--- config.mk ---
export PLATFORM = sky130hd
export DESIGN_NAME = elastic_buffer_flat
export DESIGN_NICKNAME = d
export VERILOG_FILES = /design/src/rtl/elastic_buffer_if.sv /design/src/rtl/elastic_buffer.sv /design/src/flat_wrapper.sv
export SDC_FILE = /design/constraint.sdc
export NUM_CORES = 1
export LEC_CHECK = 0
export ABC_AREA = 1
export CELL_PAD_IN_SITES_DETAIL_PLACEMENT = 1
export CELL_PAD_IN_SITES_GLOBAL_PLACEMENT = 2
export CORE_MARGIN = 5
export CORE_UTILIZATION = 40
export CTS_CLUSTER_SIZE = 8
export DETAILED_ROUTE_END_ITERATION = 12
export PLACE_DENSITY = 0.9
export SLEW_MARGIN = 10
export SYNTH_ARGS = -nofsm -noshare
export SYNTH_HDL_FRONTEND = slang
export SYNTH_SLANG_ARGS = --single-unit
--- constraint.sdc ---
create_clock -name clk_i -period 8.3 [get_ports clk_i]
set_input_delay 1.66 -clock clk_i [delete_from_list [all_inputs] [get_ports clk_i]]
set_output_delay 1.66 -clock clk_i [all_outputs]
set_load 0.005 [all_outputs]
--- src/rtl/elastic_buffer_if.sv ---
// Write/read handshake and status bundle of the single-clock elastic buffer.
// The master side is the producer/consumer; the slave side is the buffer itself.
interface elastic_buffer_if #(
    parameter int DATA_SIZE = 32,
    parameter int DEPTH     = 4
);
    localparam int LVL_W = $clog2(DEPTH) + 1;

    logic                 clr_i;
    logic                 wr_i;
    logic [DATA_SIZE-1:0] d_i;
    logic                 rd_i;
    logic                 full_o;
    logic                 almost_full_o;
    logic [DATA_SIZE-1:0] q_o;
    logic                 empty_o;
    logic                 almost_empty_o;
    logic [LVL_W-1:0]     level_o;
    logic                 overflow_o;
    logic                 underflow_o;

    modport master (
        output clr_i, wr_i, d_i, rd_i,
        input  full_o, almost_full_o, q_o, empty_o, almost_empty_o,
               level_o, overflow_o, underflow_o
    );

    modport slave (
        input  clr_i, wr_i, d_i, rd_i,
        output full_o, almost_full_o, q_o, empty_o, almost_empty_o,
               level_o, overflow_o, underflow_o
    );
endinterface

--- src/rtl/elastic_buffer.sv ---
// Single-clock first-word-fall-through elastic buffer with fill level,
// almost-full/almost-empty thresholds and sticky overflow/underflow flags.
module elastic_buffer #(
    parameter int DATA_SIZE              = 32,
    parameter int DEPTH                  = 4,
    parameter int ALMOST_FULL_THRESHOLD  = DEPTH - 1,
    parameter int ALMOST_EMPTY_THRESHOLD = 1
) (
    input  logic                   clk_i,
    input  logic                   rst_i,
    elastic_buffer_if.slave        bus
);
    localparam int PTR_W = $clog2(DEPTH);
    localparam int LVL_W = PTR_W + 1;
    localparam logic [LVL_W-1:0] DEPTH_L = LVL_W'(DEPTH);
    localparam logic [LVL_W-1:0] AF_L    = LVL_W'(ALMOST_FULL_THRESHOLD);
    localparam logic [LVL_W-1:0] AE_L    = LVL_W'(ALMOST_EMPTY_THRESHOLD);
    localparam logic [LVL_W-1:0] ZERO_L  = {LVL_W{1'b0}};

    logic [DATA_SIZE-1:0] mem_r [DEPTH];
    logic [PTR_W-1:0]     wrptr_r;
    logic [PTR_W-1:0]     rdptr_r;
    logic [LVL_W-1:0]     level_r;
    logic                 full_r;
    logic                 empty_r;
    logic                 almost_full_r;
    logic                 almost_empty_r;
    logic                 overflow_r;
    logic                 underflow_r;

    logic                 flush_s;
    logic                 wa_s;
    logic                 ra_s;
    logic [PTR_W-1:0]     wrptr_nxt_s;
    logic [PTR_W-1:0]     rdptr_nxt_s;
    logic [LVL_W-1:0]     level_nxt_s;
    logic                 overflow_nxt_s;
    logic                 underflow_nxt_s;

    // Accept decisions look only at registered status, keeping strobes off every output path.
    always_comb begin
        flush_s = rst_i | bus.clr_i;
        wa_s    = 1'b0;
        ra_s    = 1'b0;
        if (flush_s) begin
            wa_s = 1'b0;
            ra_s = 1'b0;
        end else begin
            wa_s = bus.wr_i & (~full_r | bus.rd_i);
            ra_s = bus.rd_i & ~empty_r;
        end
    end

    // Next pointers, level and sticky error flags.
    always_comb begin
        wrptr_nxt_s     = wrptr_r;
        rdptr_nxt_s     = rdptr_r;
        level_nxt_s     = level_r;
        overflow_nxt_s  = overflow_r;
        underflow_nxt_s = underflow_r;
        if (flush_s) begin
            wrptr_nxt_s     = {PTR_W{1'b0}};
            rdptr_nxt_s     = {PTR_W{1'b0}};
            level_nxt_s     = ZERO_L;
            overflow_nxt_s  = 1'b0;
            underflow_nxt_s = 1'b0;
        end else begin
            if (wa_s) begin
                wrptr_nxt_s = wrptr_r + PTR_W'(1);
            end else begin
                wrptr_nxt_s = wrptr_r;
            end
            if (ra_s) begin
                rdptr_nxt_s = rdptr_r + PTR_W'(1);
            end else begin
                rdptr_nxt_s = rdptr_r;
            end
            case ({wa_s, ra_s})
                2'b10:   level_nxt_s = level_r + LVL_W'(1);
                2'b01:   level_nxt_s = level_r - LVL_W'(1);
                default: level_nxt_s = level_r;
            endcase
            // A read on an empty buffer is flagged even when a write fills it in the same cycle.
            overflow_nxt_s  = overflow_r | (bus.wr_i & full_r & ~bus.rd_i);
            underflow_nxt_s = underflow_r | (bus.rd_i & empty_r);
        end
    end

    // State and registered status flags, derived from the next level.
    always_ff @(posedge clk_i) begin
        if (rst_i) begin
            wrptr_r        <= {PTR_W{1'b0}};
            rdptr_r        <= {PTR_W{1'b0}};
            level_r        <= ZERO_L;
            full_r         <= 1'b0;
            empty_r        <= 1'b1;
            almost_full_r  <= (AF_L == ZERO_L);
            almost_empty_r <= 1'b1;
            overflow_r     <= 1'b0;
            underflow_r    <= 1'b0;
        end else begin
            wrptr_r        <= wrptr_nxt_s;
            rdptr_r        <= rdptr_nxt_s;
            level_r        <= level_nxt_s;
            full_r         <= (level_nxt_s == DEPTH_L);
            empty_r        <= (level_nxt_s == ZERO_L);
            almost_full_r  <= (level_nxt_s >= AF_L);
            almost_empty_r <= (level_nxt_s <= AE_L);
            overflow_r     <= overflow_nxt_s;
            underflow_r    <= underflow_nxt_s;
        end
    end

    // Storage array; contents survive reset and flush.
    always_ff @(posedge clk_i) begin
        if (wa_s) begin
            mem_r[wrptr_r] <= bus.d_i;
        end
    end

    assign bus.q_o            = mem_r[rdptr_r];
    assign bus.full_o         = full_r;
    assign bus.almost_full_o  = almost_full_r;
    assign bus.empty_o        = empty_r;
    assign bus.almost_empty_o = almost_empty_r;
    assign bus.level_o        = level_r;
    assign bus.overflow_o     = overflow_r;
    assign bus.underflow_o    = underflow_r;
endmodule

--- src/flat_wrapper.sv ---
// flat-port wrapper written by rule: the top's interface ports become plain ports
module elastic_buffer_flat 
#(
    parameter int DATA_SIZE              = 32,
    parameter int DEPTH                  = 4,
    parameter int ALMOST_FULL_THRESHOLD  = DEPTH - 1,
    parameter int ALMOST_EMPTY_THRESHOLD = 1
)
  (clk_i, rst_i, bus_clr_i, bus_wr_i, bus_d_i, bus_rd_i, bus_full_o, bus_almost_full_o, bus_q_o, bus_empty_o, bus_almost_empty_o, bus_level_o, bus_overflow_o, bus_underflow_o);
  elastic_buffer_if #(.DATA_SIZE(DATA_SIZE), .DEPTH(DEPTH)) bus_i ();
  input  logic clk_i;
  input  logic rst_i;
  input wire logic [$bits(bus_i.clr_i)-1:0] bus_clr_i;
  input wire logic [$bits(bus_i.wr_i)-1:0] bus_wr_i;
  input wire logic [$bits(bus_i.d_i)-1:0] bus_d_i;
  input wire logic [$bits(bus_i.rd_i)-1:0] bus_rd_i;
  output wire logic [$bits(bus_i.full_o)-1:0] bus_full_o;
  output wire logic [$bits(bus_i.almost_full_o)-1:0] bus_almost_full_o;
  output wire logic [$bits(bus_i.q_o)-1:0] bus_q_o;
  output wire logic [$bits(bus_i.empty_o)-1:0] bus_empty_o;
  output wire logic [$bits(bus_i.almost_empty_o)-1:0] bus_almost_empty_o;
  output wire logic [$bits(bus_i.level_o)-1:0] bus_level_o;
  output wire logic [$bits(bus_i.overflow_o)-1:0] bus_overflow_o;
  output wire logic [$bits(bus_i.underflow_o)-1:0] bus_underflow_o;
  assign bus_i.clr_i = bus_clr_i;
  assign bus_i.wr_i = bus_wr_i;
  assign bus_i.d_i = bus_d_i;
  assign bus_i.rd_i = bus_rd_i;
  assign bus_full_o = bus_i.full_o;
  assign bus_almost_full_o = bus_i.almost_full_o;
  assign bus_q_o = bus_i.q_o;
  assign bus_empty_o = bus_i.empty_o;
  assign bus_almost_empty_o = bus_i.almost_empty_o;
  assign bus_level_o = bus_i.level_o;
  assign bus_overflow_o = bus_i.overflow_o;
  assign bus_underflow_o = bus_i.underflow_o;
  elastic_buffer #(.DATA_SIZE(DATA_SIZE), .DEPTH(DEPTH), .ALMOST_FULL_THRESHOLD(ALMOST_FULL_THRESHOLD), .ALMOST_EMPTY_THRESHOLD(ALMOST_EMPTY_THRESHOLD)) u_core (.clk_i(clk_i), .rst_i(rst_i), .bus(bus_i));
endmodule
==> flow_summary.toml, run 1 <==
[floorplanning]
die_w_um = 126.9
fp-row-count = 42
start_util = 0.4108
ios = 78
die-area_sq_mm = 0.01609
core_sq_mm = 0.01330
die_y_um = 126.9

[final_layout]
drive_gt1_frac = 0.08793
nets = 520
area_growth_syn_to_layout_pct = 27.45
fin_cells = 665
finalCoreUtilization = 0.5235
diodes = 0
stdcell_area_sq_mm = 0.006960
fillers = 1318

[timing]
rsz0062_at_grt = "false"
layout_min_cycle_time_ns = 4.135
tightestPinTransition_ns = 1.080
finalSetupViolations = 0
period_share = 0.4982
tns_ns = 0
skew_ns = 0.004623
finalHoldViolCount = 0
whs_ns = 0.4829
maxSlewViolCount = 0
fmax_mhz = 241.8
relSlewSlack = 0.2783

[placement]
dp_hpwl_um = 7306
port_buffers = 77
gp_congestion = 0.6787
placed_cells = 634
placed_area_sq_mm = 0.006334

[clock_tree]
clk_pin_slew_ns = 0.06
htree_levels = 4
cts_tree = "done"
post_cts_buffers = 0
cts_buffers = 17
clockBufferDepth = 2
cts-root-buf = "clkbuf_16"
postCtsHoldBufs = 0
cts_resized = 0
clock_sinks = 143
clkLatencyLatePin_ns = 0.41

[power]
p_leak_nw = 2.412
seqPwrFrac = 0.480
peakVddDrop_uv = 135.4
p_int_mw = 1.349
p_sw_uw = 305.5
clkPwrFrac = 0.485
pwr_density_cell_mw_per_mm2 = 237.6
switching_share = 0.1847
pwr-share-comb = 0.035

[setup_path]
cp_data_required_time_ns = 6.64
crit_chain = "buf_4 > inv_2 > o21ai_0 > o22ai_1 > clkdlybuf4s50_1"
crit_family = "buffers and inverters"
crit_path_end_kind = "output port"
slowest_stage = "clkdlybuf4s50_1"
cp_max_fo = 33
arrival_ns = 2.48
crit_buf_inv = 3
max_stage_delay_ns = 0.55
crit_type = "register to output port"
crit_path_start_kind = "register"

[global_routing]
grt_pass1_wl_um = 19170
antenna_found_initial = 0
grt_start_max_net_pins = 66
grt-ovfl-total = 0
grt_pass1_vias = 3695
grt_use_total = 0.1581

[logic_synthesis]
synthCells = 399
ys_warn_count = 0
synth_seq_cells = 143
synth_fp_nets = 442
synthDistinctLibCells = 24
syn_area_sq_mm = 0.005461
yosysSeqAreaShare = 0.7588
avgSynthCellArea_sq_um = 13.69

[drt]
initialDrtViolationCount = 161
wl_per_cell_um = 18.56
ant_nets = 0
drt_first_pass_iters = 4
vias = 3382
wl_um = 12340
via_per_inst = 5.086
drt_drc_violations_left = 0

[worst_hold_path]
hp-class = "register to register"

[flow_run]
drv_cap = 0

[outcome]
run_status = "completed"
-- synthesized netlist by cell type --
library cell  number  area, sq um
nand3_1            4        20.02
nand2_1           15        56.30
inv_8              1        11.26
a21oi_1            6        30.03
inv_2              3        11.26
buf_4              3        22.52
edfxtp_1         128         3844
clkbuf_1           1        3.750
a31oi_1            1        6.260
fa_1               1        20.02
o21ai_0           38        190.2
o21ai_1           28        140.1
xor2_1             1        8.760
o22ai_1           32        200.2
ha_1               5        62.56
or2_2              1        6.260
buf_2              6        30.03
buf_6              9        101.4
nor2_1            74        277.8
nand4_1            1        6.260
a21boi_2           1        11.26
nand2_2            3        18.77
dfxtp_1           15        300.3
inv_1             22        82.58
-- layout by cell type, fill, tap and decap left out --
| master | count |
|---|---|
| clkbuf_1 | 1 |
| a31oi_1 | 1 |
| xor2_1 | 1 |
| bufinv_16 | 5 |
| clkdlybuf4s50_1 | 77 |
| nor2_1 | 70 |
| clkinvlp_4 | 3 |
| nand2_1 | 15 |
| nand4_1 | 1 |
| o22ai_1 | 32 |
| inv_1 | 22 |
| dfxtp_4 | 1 |
| ha_1 | 5 |
| clkinv_1 | 2 |
| or2_2 | 1 |
| edfxtp_1 | 128 |
| a21oi_1 | 6 |
| nor2_4 | 4 |
| buf_4 | 1 |
| inv_2 | 3 |
| o21ai_0 | 38 |
| inv_8 | 1 |
| clkinv_2 | 3 |
| nand3_1 | 4 |
| fa_1 | 1 |
| o21ai_1 | 28 |
| dfxtp_1 | 14 |
| clkbuf_16 | 17 |
| a21boi_2 | 1 |
| nand2_2 | 3 |
-- path summary, 6_finish.rpt --
kind	startpoint	to	slack, ns	cells past startpoint
worst max-delay path	register	bus_q_o[16]	4.16	5
worst min-delay path	u_core.bus.overflow_o	u_core.bus.overflow_o	0.48	2
worst max register to register	u_core.bus.full_o	u_core.bus.empty_o	6.22	11
worst min register to register	u_core.bus.overflow_o	u_core.bus.overflow_o	0.48	2
-- worst reg2reg max path, cell delays in order (launching register included) --
cell and delay, ns:
dfxtp_1 0.33, a21boi_2 0.20, nand2_2 0.20, ha_1 0.28, fa_1 0.49, nor2_1 0.04, nor2_1 0.09, nand2_1 0.10
nand2_1 0.10, inv_1 0.04, nand2_1 0.05, inv_1 0.04
-- flip-flops by register name, indices dropped and copies added, names as in the netlist, named ones only --
register                   cells
u_core.bus.full_o              1
u_core.bus.empty_o             1
u_core.wrptr_r                 2
u_core.mem_r                 128
u_core.bus.almost_empty_o      1
u_core.bus.almost_full_o       1
u_core.bus.level_o             3
u_core.bus.overflow_o          1
u_core.rdptr_r                 2
u_core.bus.underflow_o         1
-- power groups by stage --
stage / sequential [mW] / combinational, mW / clock [mW]
after floorplan: 0.808 / 0.0178 / 0
after global placement: 0.809 / 0.0565 / 0
after detailed placement: 0.809 / 0.0587 / 0
after CTS: 0.794 / 0.0593 / 0.815
after global routing: 0.794 / 0.0635 / 0.848
final: 0.794 / 0.0581 / 0.802
-- cells by family after synthesis --
kind of cell    count (synthesis)  synth area share
flops                         143            0.7588
buf+inv                        45           0.04811
simple gates                   98           0.07056
fa+ha+maj                       6           0.01512
xor+xnor                        1          0.001604
compound gates                106            0.1058
-- layer usage --
layer,GRT usage,vias up,part of all wire
met3,0.04792,23,0.047
met4,0.06688,0,0.020
met2,0.2677,82,0.51
met1,0.1874,1670,0.42
met5,0,-,0
li1,-,1607,-
-- through the flow --
stage	total power [mW]	setup slack, ns
final	1.654	4.165
after global routing	1.706	4.069
after CTS	1.669	3.772
after detailed placement	0.8680	4.256
after global placement	0.8652	4.329
after floorplan	0.8258	4.498
-- layout make-up --
class	instances	area [sq um]	area share
tap	176	220.2	0.03164
clock buffer	18	429.2	0.06166
multi-input combinational	211	1085	0.1559
timing repair buffer	78	778.2	0.1118
sequential	143	4148	0.5959
clock inverter	13	195.2	0.02804
inverter	26	105.1	0.01510
Note: power is estimated with default switching activity, not from simulation.
==> inputs of run 2 (changes only) <==
- CORE_UTILIZATION: 40 -> 34
- PLACE_DENSITY: 0.9 -> 0.82
- clock period: 8.3 -> 3.55 ns (I/O delays scaled with it)
==> flow_summary.toml, run 2 (synthesis results as in run 1) <==
[drt]
via_per_inst = 4.794
ant_nets = 0
vias = 3413
initialDrtViolationCount = 227
wl_per_cell_um = 17.91
drt_drc_violations_left = 0
drt_first_pass_iters = 4
wl_um = 12750

[floorplanning]
die-area_sq_mm = 0.01870
die_y_um = 136.7
core_sq_mm = 0.01583
start_util = 0.3451
ios = 78
die_w_um = 136.7
fp-row-count = 46

[final_layout]
largest_register_ffs = 128
nets = 526
fillers = 1637
register_area_sq_mm = 0.004145
drive_gt1_frac = 0.1028
layout_common_cells = "edfxtp_1 (128), clkdlybuf4s50_1 (77), nor2_1 (70)"
final_common_cell = "edfxtp_1"
multi_input_area_sq_mm = 0.001085
area_growth_syn_to_layout_pct = 29.05
regMostFlops = "u_core.mem_r"
diodes = 0

[global_routing]
grt_pass1_vias = 3802
grt-ovfl-total = 0
grt_pass1_wl_um = 20200
grt_use_total = 0.1469
antenna_found_initial = 1
grt_start_max_net_pins = 65

[clock_tree]
clockBufferDepth = 2
cts_buffers = 17
cts_tree = "done"
htree_levels = 4
postCtsHoldBufs = 0
cts_resized = 0
cts-root-buf = "clkbuf_16"
clock_sinks = 143
clkLatencyLatePin_ns = 0.43
clk_pin_slew_ns = 0.06
post_cts_buffers = 0

[timing]
fmax_mhz = 318.4
setup_slack_ns = 0.4092
period_share = 0.8847
relSlewSlack = 0.5771
finalSetupViolations = 0
layout_min_cycle_time_ns = 3.141
tns_ns = 0
tightestPinTransition_ns = 0.6334
finalHoldViolCount = 0
skew_ns = 0.01072
rsz0062_at_grt = "false"
maxSlewViolCount = 0

[flow_run]
drv_cap = 0

[setup_path]
crit_path_end_kind = "output port"
cp_data_required_time_ns = 2.84
crit_family = "buffers and inverters"
r2r-start = "u_core.bus.full_o"
cp_max_fo = 26
ff2ff_path_depth = 10
worst_setup_path_endpoint = "bus_q_o[28]"
crit_path_start_kind = "register"
crit_type = "register to output port"
crit_buf_inv = 2
slowest_stage = "dfxtp_2"
arrival_ns = 2.43
max_stage_delay_ns = 0.65
crit_chain = "buf_4 > o21ai_0 > o22ai_1 > clkdlybuf4s50_1"
crit_cells = 4
r2r_end = "u_core.bus.almost_full_o"
rrSetupSlack_ns = 1.40

[placement]
port_buffers = 77
gp_congestion = 0.7046
dp_hpwl_um = 7608
dpl_worst_slack_ns = 0.4742

[power]
peakVddDrop_uv = 381.7
p_leak_nw = 2.438
pwr_density_cell_mw_per_mm2 = 545.6

[worst_hold_path]
hp-class = "register to register"

[outcome]
run_status = "completed"
[run 2: cell count changes in the layout (fill, tap and decap cells not counted)]
cell        change
buf_4           +6
clkinv_4        +2
bufinv_16       -1
clkbuf_1        -1
inv_6           +1
dfxtp_2         +1
dfxtp_4         -1
clkinvlp_4      +1
clkinv_2        -1
[run 2: layout make-up]
| class | instances | share of cell area |
|---|---|---|
| sequential | 143 | 0.5881 |
| multi-input combinational | 211 | 0.1539 |
| timing repair buffer | 84 | 0.1168 |
| clock buffer | 17 | 0.06036 |
| tap | 216 | 0.03835 |
| clock inverter | 15 | 0.02752 |
| inverter | 26 | 0.01491 |
[run 2: metrics by stage]
stage / utilization / instance area [sq um] / hold WS (ns) / cells / total power [mW]
2_1_floorplan: - / 5461 / 0.4605 / 399 / 1.931
5_1_grt: 0.4453 / 7048 / 0.5419 / 712 / 3.992
6_report: 0.4453 / 7048 / 0.4840 / 712 / 3.846
3_3_place_gp: 0.4062 / 6429 / 0.4850 / 680 / 2.024
3_5_place_dp: 0.4062 / 6429 / 0.4812 / 680 / 2.030
4_1_cts: 0.4453 / 7048 / 0.4918 / 712 / 3.889
[run 2: per-layer routing]
layer,routed length (um),global-route usage
met2,6763,0.2568
met5,13,0
met3,534,0.05221
met4,178,0.05599
met1,5260,0.1639
[run 2: worst min-delay path by stage]
| stage | start | end | cells after the start |
|---|---|---|---|
| after floorplan | u_core.bus.overflow_o | u_core.bus.overflow_o | 2 |
| after global placement | u_core.bus.overflow_o | u_core.bus.overflow_o | 2 |
| after detailed placement | u_core.bus.overflow_o | u_core.bus.overflow_o | 2 |
| after CTS | u_core.bus.overflow_o | u_core.bus.overflow_o | 2 |
| after global routing | u_core.rdptr_r[1] | register | 2 |
| final | u_core.bus.overflow_o | u_core.bus.overflow_o | 2 |
[run 2: worst register-to-register path, delay by kind of cell, from the launching register on]
family | cells | cell delay (ns)
fa+ha+maj | 2 | 0.68
simple gates | 5 | 0.57
compound gates | 2 | 0.34
flops | 1 | 0.34
buf+inv | 1 | 0.09
[run 2: report_power, final]
group / switching [mW] / internal (mW) / leakage [nW] / total (mW)
Combinational: 0.0632 / 0.0745 / 0.869 / 0.138
Clock: 0.684 / 1.17 / 0.290 / 1.85
Sequential: 0.00626 / 1.85 / 1.28 / 1.85
==> inputs of run 3 (changes only) <==
- ABC_AREA: 1 -> default
- CORE_UTILIZATION: 34 -> 37
- PLACE_DENSITY: 0.82 -> 0.81
==> flow_summary.toml, run 3 <==
[clock_tree]
clockBufferDepth = 2
postCtsHoldBufs = 0
cts_tree = "done"
cts_resized = 0
cts-root-buf = "clkbuf_16"
cts_buffers = 17
post_cts_buffers = 0
clock_sinks = 143
htree_levels = 4
clkLatencyLatePin_ns = 0.41
clk_pin_slew_ns = 0.05

[outcome]
run_status = "completed"

[final_layout]
regMostFlops = "u_core.mem_r"
final_common_cell = "edfxtp_1"
diodes = 0
layout_common_cells = "edfxtp_1 (128), clkdlybuf4s50_1 (77), mux4_2 (32)"
largest_register_ffs = 128
nets = 381
stdcell_area_sq_mm = 0.006892
fillers = 1272
drive_gt1_frac = 0.2057
area_growth_syn_to_layout_pct = 30.15

[floorplanning]
die_w_um = 129.6
die-area_sq_mm = 0.01680
fp-row-count = 43
ios = 78
die_y_um = 129.6
start_util = 0.3800
core_sq_mm = 0.01393

[drt]
wl_per_cell_um = 18.93
drt_drc_violations_left = 0
ant_nets = 0
initialDrtViolationCount = 93
vias = 2589
drt_first_pass_iters = 4
via_per_inst = 4.885
wl_um = 10030

[setup_path]
cp_max_fo = 17
crit_type = "register to output port"
r2r-start = "u_core.bus.full_o"
cp_data_required_time_ns = 2.84
ff2ff_path_depth = 8
rrSetupSlack_ns = 1.33
crit_path_end_kind = "output port"
r2r_end = "u_core.bus.almost_full_o"
arrival_ns = 2.24
crit_path_start_kind = "register"

[flow_run]
drv_cap = 0

[global_routing]
grt_use_total = 0.1294
use_met1 = 0.1526
grt_pass1_vias = 2810
antenna_found_initial = 0
gr-usage-met3 = 0.04740
grt_pass1_wl_um = 15700
grt-ovfl-total = 0
grt.met2_usage = 0.2160
grt_start_max_net_pins = 21
busiest_layer = "met2"

[placement]
dp_hpwl_um = 6350
gp_congestion = 0.7315
port_buffers = 77
placed_area_sq_mm = 0.006356

[logic_synthesis]
yosysMostFrequentCell = "edfxtp_1"
yosys-top-cells-area = "edfxtp_1 (73%), mux4_2 (14%), dfxtp_1 (5.7%)"
avgSynthCellArea_sq_um = 21.97
synth-edff-count = 128
synthCells = 241
synth_seq_cells = 143
yosysTopAreaCellShare = 0.7259
synth_fp_nets = 284
yosysSeqAreaShare = 0.7826
synth_top_area_cell = "edfxtp_1"
syn_area_sq_mm = 0.005295
synth-async-reset-ratio = 0
ys_warn_count = 0
synth.top_cells.by_count = "edfxtp_1 (128), mux4_2 (32), dfxtp_1 (15)"
synthDistinctLibCells = 33
synth_ff_type = "edfxtp_1"

[power]
peakVddDrop_uv = 235.4
p_leak_nw = 2.207
pwr_density_cell_mw_per_mm2 = 521.7

[timing]
whs_ns = 0.4791
rsz0062_at_grt = "false"
finalSetupViolations = 0
maxSlewViolCount = 0
skew_ns = 0.005077
period_share = 0.8309
tns_ns = 0
tightestPinTransition_ns = 0.4701
finalHoldViolCount = 0
fmax_mhz = 339.0
layout_min_cycle_time_ns = 2.950
relSlewSlack = 0.6866

[worst_hold_path]
hold_end = "u_core.bus.overflow_o"
min-delay-start = "u_core.bus.overflow_o"
holdPathStages = 2
hp-class = "register to register"
## run 3: cell types whose count changed after synthesis, sizes merged, moves of 4 or more
cell and change:
nor2 -66, o21ai -64, nor3 +4, nand2 -17, inv -23, and2 +5
mux4 +32, buf -11, o22ai -32
## run 3: layout make-up
type	instances	area, sq um	area share
Clock buffer	20	436.7	0.06336
Clock inverter	11	98.84	0.01434
Inverter	4	15.01	0.002179
Multi-Input combinational cell	84	1091	0.1583
Sequential cell	143	4146	0.6017
Tap cell	180	225.2	0.03268
Timing Repair Buffer	88	878.3	0.1275
## run 3: where the power goes
part           internal, mW  total (mW)  switching (mW)  leakage (nW)
Combinational        0.0744       0.125          0.0509         0.672
Clock                  1.01        1.61           0.605         0.256
Sequential             1.85        1.86         0.00517          1.28
Total                  2.93        3.60           0.661          2.21
## run 3: metal layers
metal  part of all wire  up-vias  wire length (um)
met5                  0        -                 0
met4              0.016        0               160
met3              0.053       18               529
met2               0.52       75              5256
met1               0.41     1315              4089
li1                   -     1181                 -
## run 3: metrics by stage
step	total power, mW	worst slack, ns	util	cells
6_report	3.595	0.6002	0.4946	530
5_1_grt	3.729	0.4672	0.4946	530
4_1_cts	3.645	0.5232	0.4946	530
3_5_place_dp	2.018	0.3872	0.4561	499
3_3_place_gp	2.013	0.4143	0.4561	499
2_1_floorplan	1.924	0.7631	-	241
## run 3: logic make-up after synthesis
family | count (synthesis) | share of synthesized area
compound gates | 11 | 0.01323
xor+xnor | 4 | 0.006617
fa+ha+maj | 6 | 0.01560
buf+inv | 14 | 0.01228
flops | 143 | 0.7826
mux | 33 | 0.1380
simple gates | 30 | 0.03167
## run 3: critical path: stages, from the launching register on
cell,delay (ns)
dfxtp_2,0.62
buf_4,0.36
mux4_2,0.36
clkdlybuf4s50_1,0.46
## run 3: worst max path at each step
| stage | start | to | slack [ns] | depth (start not counted) |
|---|---|---|---|---|
| 2_1_floorplan | bus_clr_i | u_core.bus.full_o | 0.76 | 9 |
| 3_3_place_gp | bus_clr_i | u_core.bus.full_o | 0.41 | 9 |
| 3_5_place_dp | bus_clr_i | u_core.bus.almost_full_o | 0.39 | 9 |
| 4_1_cts | register | bus_q_o[11] | 0.52 | 3 |
| 5_1_grt | register | bus_q_o[11] | 0.47 | 3 |
| 6_report | register | bus_q_o[11] | 0.60 | 3 |
